`src/rtl/window_accumulator_pkg.sv`:
```
// Shared types and elaboration helpers for the window accumulator.
package window_accumulator_pkg;

   // Two-state controller: gather WINDOW tokens, then offer one sum.
   typedef enum logic [0:0] {
      ST_ACC  = 1'b0,
      ST_EMIT = 1'b1
   } state_t;

   // Ceiling log2 for elaboration-time sizing (bounded loop).
   function automatic int clog2_int(input int value);
      int result;
      result = 0;
      for (int i = 0; i < 32; i++) begin
         if ((64'd1 << result) < 64'(value)) begin
            result = result + 1;
         end
      end
      return result;
   endfunction

   // Group counter width, never narrower than one bit (WINDOW=1 still needs a register).
   function automatic int cnt_width(input int window);
      return (clog2_int(window) < 1) ? 1 : clog2_int(window);
   endfunction

   // The output must hold WINDOW full-scale tokens without wrapping.
   function automatic bit out_w_ok(input int data_w, input int window, input int out_w);
      return (window >= 1) && (window <= 256) && (out_w >= data_w + clog2_int(window));
   endfunction

endpackage

```
`src/rtl/window_accumulator.sv`:
```
// Block-sum decimator: adds each non-overlapping group of WINDOW tokens and
// writes one widened sum downstream. Reads and the write never share a cycle.
module window_accumulator
   import window_accumulator_pkg::*;
#(
   parameter int DATA_W = 16,
   parameter int WINDOW = 4,
   parameter int OUT_W  = 18
) (
   input  logic              clock,
   input  logic              reset,
   input  logic              in0_empty,
   input  logic [DATA_W-1:0] in0,
   output logic              in0_rd,
   input  logic              out0_full,
   output logic [OUT_W-1:0]  out0,
   output logic              out0_wr
);

   localparam int CNT_W = cnt_width(WINDOW);
   localparam logic [CNT_W-1:0] CNT_LAST = CNT_W'(WINDOW - 1);

   // Reject parameter sets whose sum could wrap.
   if (!out_w_ok(DATA_W, WINDOW, OUT_W)) begin : g_param_check
      $error("window_accumulator: OUT_W too narrow or WINDOW outside 1..256");
   end

   state_t           state_reg;
   logic [OUT_W-1:0] acc_reg;
   logic [CNT_W-1:0] cnt_reg;
   logic [OUT_W-1:0] sum_reg;
   logic [OUT_W-1:0] in0_ext;

   assign in0_ext = OUT_W'(in0);
   assign out0    = sum_reg;

   // Handshake decode: read only while gathering, write only while emitting, neither in reset.
   always_comb begin
      in0_rd  = 1'b0;
      out0_wr = 1'b0;
      if (reset) begin
         if (state_reg == ST_ACC) begin
            in0_rd = !in0_empty;
         end else begin
            out0_wr = !out0_full;
         end
      end
   end

   // Accumulate on read edges; the last token of a group moves the total into sum and waits for a write.
   always_ff @(posedge clock) begin
      if (!reset) begin
         state_reg <= ST_ACC;
         acc_reg   <= '0;
         cnt_reg   <= '0;
         sum_reg   <= '0;
      end else begin
         case (state_reg)
            ST_ACC: begin
               if (in0_rd) begin
                  if (cnt_reg == CNT_LAST) begin
                     sum_reg   <= acc_reg + in0_ext;
                     acc_reg   <= '0;
                     cnt_reg   <= '0;
                     state_reg <= ST_EMIT;
                  end else begin
                     acc_reg <= acc_reg + in0_ext;
                     cnt_reg <= cnt_reg + CNT_W'(1);
                  end
               end
            end
            ST_EMIT: begin
               if (out0_wr) begin
                  state_reg <= ST_ACC;
               end
            end
            default: begin
               state_reg <= ST_ACC;
            end
         endcase
      end
   end

endmodule

```
`config.mk`:
```
export PLATFORM = sky130hd
export DESIGN_NAME = window_accumulator
export DESIGN_NICKNAME = d
export VERILOG_FILES = /design/src/rtl/window_accumulator_pkg.sv /design/src/rtl/window_accumulator.sv
export SDC_FILE = /design/constraint.sdc
export NUM_CORES = 1
export LEC_CHECK = 0
export CAP_MARGIN = 20
export CORE_ASPECT_RATIO = 0.9
export CORE_UTILIZATION = 53
export DETAILED_ROUTE_END_ITERATION = 8
export GPL_TIMING_DRIVEN = 0
export PLACE_DENSITY = 0.86
export RECOVER_POWER = 100
export SETUP_SLACK_MARGIN = 0.4
export SLEW_MARGIN = 5
export SYNTH_ARGS = -nofsm -noshare
export SYNTH_HDL_FRONTEND = slang
export SYNTH_SLANG_ARGS = --single-unit
```
`constraint.sdc`:
```
create_clock -name clock -period 2.45 [get_ports clock]
set_input_delay 0.245 -clock clock [delete_from_list [all_inputs] [get_ports clock]]
set_output_delay 0.245 -clock clock [all_outputs]
set_load 0.05 [all_outputs]
```
Yosys cells after proc, flatten, opt, wreduce, memory -nomap -nowiden
Cells that the tools add are included.
Widths: inputs -> output; s select.
{"block": "totals", "register_bits": 39, "output_inout_bits": 20, "word_cells": 22}
{"block": "classes", "muxes": 10, "reduce_logical": 4, "bitwise": 1, "n_eq_ne": 1, "addsub": 2}
{"operator": "$add 18x16->18", "count": 1}
{"operator": "$mux 18", "count": 1}
{"operator": "$mux 1", "count": 7}
{"operator": "$reduce_and 3->1", "count": 1}
{"operator": "$add 2x1->2 const B", "count": 1}
{"operator": "$eq 2x2->1 const B", "count": 1}
{"operator": "$logic_not 1->1", "count": 2}
{"operator": "$mux 2", "count": 1}
{"operator": "$pmux 1 s2", "count": 1}
{"operator": "$reduce_and 2->1", "count": 1}
{"operator": "$not 1->1", "count": 1}

Logic depth before layout (Yosys ltp)
Gate-level depths: netlist of run 1.
{"block": "depth", "depth_word": 5, "depth_mapped": 9, "ltp_nobuf": 9}

Worst setup path before layout of run 1
OpenSTA, ideal clock, no wires.
{"block": "synth_path", "path_type": "flip-flop to flip-flop", "start": "register state_reg", "end": "register sum_reg[14] (netlist: out0[14])", "path_buffers": 1, "path_stages_with_launch": 7, "t_arrival_ns": 2.045, "required_time_ns": 2.336, "period_less_slack_ns": 2.159, "slack_ns": 0.291, "setup_ns": 0.114, "cell_sequence": "dfxtp_1 -> or2_2 -> nor2_1 -> nand2_1 -> clkbuf_1 -> and3_1 -> a21o_1"}
{"block": "synth_between", "elab_chain_len": 3, "word_cells_on_any_way": 4, "cone_classes": "mux: 2; bitwise: 1; reduce/logical: 1"}
{"element": "from (decl)", "line": "window_accumulator.sv:28", "source": "state_t state_reg;"}
{"element": "from (signal assigned)", "line": "window_accumulator.sv:53", "source": "state_reg <= ST_ACC;"}
{"element": "from (signal assigned)", "line": "window_accumulator.sv:65", "source": "state_reg <= ST_EMIT;"}
{"element": "from (signal assigned)", "line": "window_accumulator.sv:74", "source": "state_reg <= ST_ACC;"}
{"element": "$mux 1", "line": "window_accumulator.sv:42", "source": "if (state_reg == ST_ACC) begin"}
{"element": "$mux 1", "line": "window_accumulator.sv:41", "source": "if (reset) begin"}
{"element": "via in0_rd", "line": "window_accumulator.sv:14", "source": "output logic in0_rd,"}
{"element": "$reduce_and 3->1 (no source line)"}
{"element": "to (signal assigned)", "line": "window_accumulator.sv:62", "source": "sum_reg <= acc_reg + in0_ext;"}
{"element": "to (decl)", "line": "window_accumulator.sv:31", "source": "logic [OUT_W-1:0] sum_reg;"}
The timed path passes the listed nets, and every way through them passes these cells.
A chain may end at the register's enable or synchronous reset.

Final worst setup path of run 1
{"block": "layout_path", "start": "register acc_reg[0]", "end": "register acc_reg[10]"}
{"block": "layout_between", "elab_chain_len": 2}
{"element": "from (decl)", "line": "window_accumulator.sv:29", "source": "logic [OUT_W-1:0] acc_reg;"}
{"element": "from (signal assigned)", "line": "window_accumulator.sv:67", "source": "acc_reg <= acc_reg + in0_ext;"}
{"element": "$add 18x16->18", "line": "window_accumulator.sv:67"}
{"element": "$mux 18", "line": "window_accumulator.sv:61", "source": "if (cnt_reg == CNT_LAST) begin"}
No other way between the ends.

==> impl_metrics.env, run 1 <==
export IMPL_synth_top_area_share=0.339
export IMPL_area_growth_syn_to_layout_pct=39.9
export IMPL_holdBufCountCts=0
export IMPL_hold_viol=0
export IMPL_critPathBufInv=1
export IMPL_dp_hpwl_um=4280
export IMPL_finalWorstSetupSlack_ns=0.133
export IMPL_critPathArrivalTime_ns=2.51
export IMPL_grt_overflow=0
export IMPL_setup_viol=0
export IMPL_cts_buffer_depth=2
export IMPL_vias=2581
export IMPL_placed_area_um2=2770
export IMPL_skew_ns=0.00587
export IMPL_synth_edf_count=0
export IMPL_required_ns=2.64
export IMPL_cpPeakStageDelay_ns=0.35
export IMPL_cts_tree="done"
export IMPL_numCtsBuffers=5
export IMPL_leakagePower_nw=1.36
export IMPL_design_die_area_um2=4610
export IMPL_synth_fp_nets=318
export IMPL_synthTopCellsByCount="39 x dfxtp_1, 31 x nand2_1, 27 x a21oi_1"
export IMPL_path_cells="ha_1, inv_2, fa_2, nor2b_2, o31a_1, a41o_1, a21o_1, a211oi_2, a311o_1"
export IMPL_period_minus_slack_ns=2.32
export IMPL_drc=0
export IMPL_final_cell_area_um2=3220
export IMPL_antennaDiodeCount=0
export IMPL_worstHoldStart="reset"
export IMPL_synthArstFlopShare=0
export IMPL_drtAntennaViolNets=0
export IMPL_hp_class="in -> reg"
export IMPL_synth_area_um2=2300
export IMPL_critPathKind="reg -> reg"
export IMPL_final_util=0.780
export IMPL_cts_max_level=2
export IMPL_cp_startpoint="acc_reg[0]"
export IMPL_grt_use_total=0.313
export IMPL_cp_slowest_cell="dfxtp_1"
export IMPL_io_pins=40
export IMPL_synth_flop_cell="dfxtp_1"
export IMPL_wirelength_um=7460
export IMPL_gp_congestion=0.936
export IMPL_tightestPinTransition_ns=0.635
export IMPL_cts_root_buffer_cell="clkbuf_8"
export IMPL_antenna_found_initial=0
export IMPL_synthCells=280
export IMPL_yosysTopAreaCell="dfxtp_1"
export IMPL_synth_seq_cells=39
export IMPL_yosysMostFrequentCell="dfxtp_1"
export IMPL_grt_pass1_wl_um=11300
export IMPL_crit_family="compound AO/OA/AOI/OAI gates"
export IMPL_wire_per_inst_um=18.9
export IMPL_drt_iter0_drc=308
export IMPL_cp_max_fo=3
export IMPL_synthTopCellsByArea="dfxtp_1 34%, ha_1 9.2%, a21oi_1 5.9%, nand2_1 5.1%, o21ai_0 3.3%"
export IMPL_ys_seq_area_frac=0.339
export IMPL_layout_drive_gt1_share=0.199
export IMPL_power_density_nw_per_um2=645
export IMPL_die_w_um=71.5
export IMPL_slew_headroom=0.575
export IMPL_yosysWarnings=0
export IMPL_r2r_start="acc_reg[0]"
export IMPL_io_buffers=38
export IMPL_row_count=22
export IMPL_cp_end_kind="flip-flop"
export IMPL_clock_sinks=39
export IMPL_rsz0062_at_grt="yes"
export IMPL_insertion_delay_ns=0.30
export IMPL_nNetsFinal=384
export IMPL_first_global_vias=2402
export IMPL_place_ws_ns=-0.289
export IMPL_ys_types=51
export IMPL_initial_utilization=0.558
export IMPL_grt_max_degree=13
export IMPL_clkTransAtPathRegs_ns=0.09
export IMPL_cap_violations=0
export IMPL_maxSlewViolCount=0
export IMPL_status="finished clean"
export IMPL_period_share=0.946
export IMPL_synth_area_per_cell_um2=8.22
export IMPL_startpoint_type="flip-flop"
export IMPL_max_freq_ghz=0.432
export IMPL_avgViaCountPerCell=6.53
export IMPL_die_h_um=64.5
export IMPL_core_area_um2=4130
export IMPL_first_pass_iters=5
export IMPL_ir_drop_v=0.000626
-- cell families after synthesis --
kind of cell | synth area share
flip-flops | 0.339
adder cells (fa/ha/maj) | 0.101
AND/OR/NAND/NOR | 0.214
XOR/XNOR | 0.0342
AO/OA/AOI/OAI | 0.270
buffers and inverters | 0.0424
-- layer usage --
metal	part of all wire	GRT usage
met2	0.46	0.493
met4	0.040	0.150
met3	0.091	0.0560
met5	0	0
met1	0.41	0.414
-- repair_timing --
item                       4_1_cts  5_1_grt
setup buffers                   15        6
setup endpoints to repair       22       29
gates resized for setup         46       25
pin swaps                       29       20
-- metrics by stage --
stage	setup TNS (ns)	hold WS [ns]	power, mW	std cells
final	0	0.431	2.08	395
after global routing	0	0.486	2.17	395
after CTS	0	0.427	1.97	389
after detailed placement	-2.25	0.449	1.28	366
after global placement	-1.81	0.441	1.26	366
after floorplan	0	0.388	1.15	280
-- placed cells by master, fill, tap and decap left out, types with 5 or more instances in the layout --
master           netlist  final
dfxtp_1               39     36
nand2_1               31     30
a21oi_1               27     24
dlygate4sd3_1          0     19
nor2_1                17     17
buf_4                  1     17
clkbuf_1              13     15
nand3_1               12     10
ha_1                  17     10
clkdlybuf4s50_1        0     10
o21ai_0               15      9
a21o_1                 8      8
and3_1                 7      7
clkbuf_8               0      7
dlygate4sd2_1          0      7
nor3_1                 7      6
ha_4                   0      6
inv_1                  7      5
xnor2_1                5      5
buf_6                  0      5
o21ai_2                0      5
a22oi_1                5      5
-- final timing paths --
path | end | depth (start not counted) | slack, ns
worst max-delay path | acc_reg[10] | 9 | 0.13
worst min-delay path | acc_reg[15] | 3 | 0.43
worst max register to register | acc_reg[10] | 9 | 0.13
worst min register to register | out0[3] | 2 | 0.46
-- tightest hold or removal path: cells and delay by family --
family | cells | cell delay [ns]
buffers and inverters | 1 | 0.18
and+or+nand+nor | 1 | 0.13
AOI/OAI and AO/OA | 1 | 0.11
-- report_power, final --
part	total (mW)	leakage, nW	internal [mW]	switching [mW]
Combinational	0.783	0.979	0.360	0.424
Sequential	0.714	0.319	0.680	0.0337
Clock	0.580	0.0612	0.330	0.250
-- area by class of cell --
type	instances	area (um^2)
multi-input cells	217	1610
fillers	271	907
flip-flops and latches	39	787
repair buffers	59	526
plain buffers	17	97.6
clock buffers	6	82.6
well taps	48	60.1
clock inverters	2	35.0
inverters	7	26.3
(Power assumes the default switching activity.)
==> inputs of run 2 (changes only) <==
--- a/config.mk
+++ b/config.mk
@@ -6,7 +6,7 @@
 export NUM_CORES = 1
 export LEC_CHECK = 0
 export CAP_MARGIN = 20
-export CORE_ASPECT_RATIO = 0.9
+export CORE_ASPECT_RATIO = 0.7
 export CORE_UTILIZATION = 53
 export DETAILED_ROUTE_END_ITERATION = 8
 export GPL_TIMING_DRIVEN = 0
==> impl_metrics.env, run 2 (synthesis results as in run 1) <==
export IMPL_io_buffers=38
export IMPL_r2r_start="acc_reg[0]"
export IMPL_ir_drop_v=0.000451
export IMPL_cts_tree="done"
export IMPL_numCtsBuffers=5
export IMPL_startpoint_type="flip-flop"
export IMPL_internal_power_mw=1.28
export IMPL_first_pass_iters=6
export IMPL_combPwrFrac=0.386
export IMPL_seq_area_um2=787
export IMPL_cts_buffer_depth=2
export IMPL_slew_headroom=0.516
export IMPL_p_clk_frac=0.254
export IMPL_io_pins=40
export IMPL_gp_congestion=0.963
export IMPL_fin_tns_setup_ns=0
export IMPL_tightestPinTransition_ns=0.720
export IMPL_hold_viol=0
export IMPL_initial_utilization=0.570
export IMPL_period_share=0.947
export IMPL_wirelength_um=7520
export IMPL_vias=2566
export IMPL_final_cells=396
export IMPL_row_count=19
export IMPL_required_ns=2.63
export IMPL_final_util=0.784
export IMPL_grt_use_total=0.327
export IMPL_holdBufCountCts=0
export IMPL_grt_overflow=0
export IMPL_drt_iter0_drc=344
export IMPL_die_w_um=80.8
export IMPL_drtAntennaViolNets=0
export IMPL_p_sw_frac=0.356
export IMPL_seqPwrFrac=0.359
export IMPL_clkTransAtPathRegs_ns=0.08
export IMPL_grt_pass1_wl_um=11500
export IMPL_nNetsFinal=381
export IMPL_area_growth_syn_to_layout_pct=37.7
export IMPL_cp_end_kind="flip-flop"
export IMPL_worstHoldStart="reset"
export IMPL_max_freq_ghz=0.431
export IMPL_critPathKind="reg -> reg"
export IMPL_die_h_um=57.1
export IMPL_drc=0
export IMPL_rsz0062_at_grt="yes"
export IMPL_holdWs_ns=0.440
export IMPL_cap_violations=0
export IMPL_multi_input_area_um2=1580
export IMPL_place_ws_ns=-0.305
export IMPL_cts_root_buffer_cell="clkbuf_8"
export IMPL_final_cell_mix="36 x dfxtp_1, 31 x nand2_1, 24 x a21oi_1"
export IMPL_critPathArrivalTime_ns=2.50
export IMPL_power_density_nw_per_um2=628
export IMPL_grt_max_degree=13
export IMPL_maxSlewViolCount=0
export IMPL_antenna_found_initial=0
export IMPL_dp_hpwl_um=4610
export IMPL_cp_max_fo=3
export IMPL_avgViaCountPerCell=6.48
export IMPL_layout_drive_gt1_share=0.174
export IMPL_antennaDiodeCount=0
export IMPL_dp_cells=370
export IMPL_period_minus_slack_ns=2.32
export IMPL_fill_cells=273
export IMPL_finalWorstSetupSlack_ns=0.130
export IMPL_core_area_um2=4040
export IMPL_final_common_cell="dfxtp_1"
export IMPL_status="finished clean"
export IMPL_clock_sinks=39
export IMPL_cts_max_level=2
export IMPL_p_switching_uw=708
export IMPL_leakagePower_nw=1.34
export IMPL_setup_viol=0
export IMPL_first_global_vias=2393
export IMPL_skew_ns=0.00955
export IMPL_hp_class="in -> reg"
export IMPL_insertion_delay_ns=0.30
export IMPL_cp_startpoint="acc_reg[0]"
export IMPL_design_die_area_um2=4620
export IMPL_wire_per_inst_um=19.0
[run 2: path summary, 6_finish.rpt]
kind	endpoint	slack (ns)	cells after the start
setup / recovery	acc_reg[10]	0.13	9
hold reg to reg	out0[3]	0.46	2
hold / removal	acc_reg[15]	0.44	3
setup reg to reg	acc_reg[10]	0.13	9
[run 2: what timing repair did]
item | 4_1_cts | 5_1_grt
endpoints found under the setup margin | 21 | 27
gates resized for setup | 44 | 21
buffers inserted | 12 | 6
pin swaps | 31 | 20
[run 2: layer usage]
layer  track usage  vias to the layer above  part of all wire
li1              -                     1163                 -
met1         0.449                     1207              0.43
met2         0.517                      163              0.45
met3        0.0656                       33             0.095
met4         0.102                        0             0.023
met5             0                        -                 0
[run 2: layout make-up]
cell class / instances / area share
Multi-Input combinational cell: 217 / 0.500
Sequential cell: 39 / 0.248
Timing Repair Buffer: 56 / 0.159
Buffer: 17 / 0.0308
Clock buffer: 7 / 0.0304
Tap cell: 52 / 0.0205
Inverter: 7 / 0.00829
Clock inverter: 1 / 0.00237
[run 2: per-stage QoR]
step,power (mW),cell area (um^2)
5_1_grt,2.07,3170
4_1_cts,1.91,3110
6_report,1.99,3170
3_3_place_gp,1.27,2770
2_1_floorplan,1.15,2330
3_5_place_dp,1.29,2770
[run 2: worst max-delay path, cell delays in order (launching register included)]
cell,delay [ns]
dfxtp_2,0.35
ha_4,0.16
inv_2,0.05
fa_1,0.24
nor2b_4,0.06
o31a_1,0.27
a41o_1,0.30
a211oi_1,0.37
nor3_1,0.13
a311o_1,0.28
[run 2: power groups by stage]
stage	sequential (mW)	clock, mW	combinational, mW
final	0.715	0.506	0.768
after global routing	0.718	0.533	0.820
after CTS	0.713	0.505	0.697
after detailed placement	0.721	0	0.571
after global placement	0.719	0	0.549
after floorplan	0.723	0	0.424
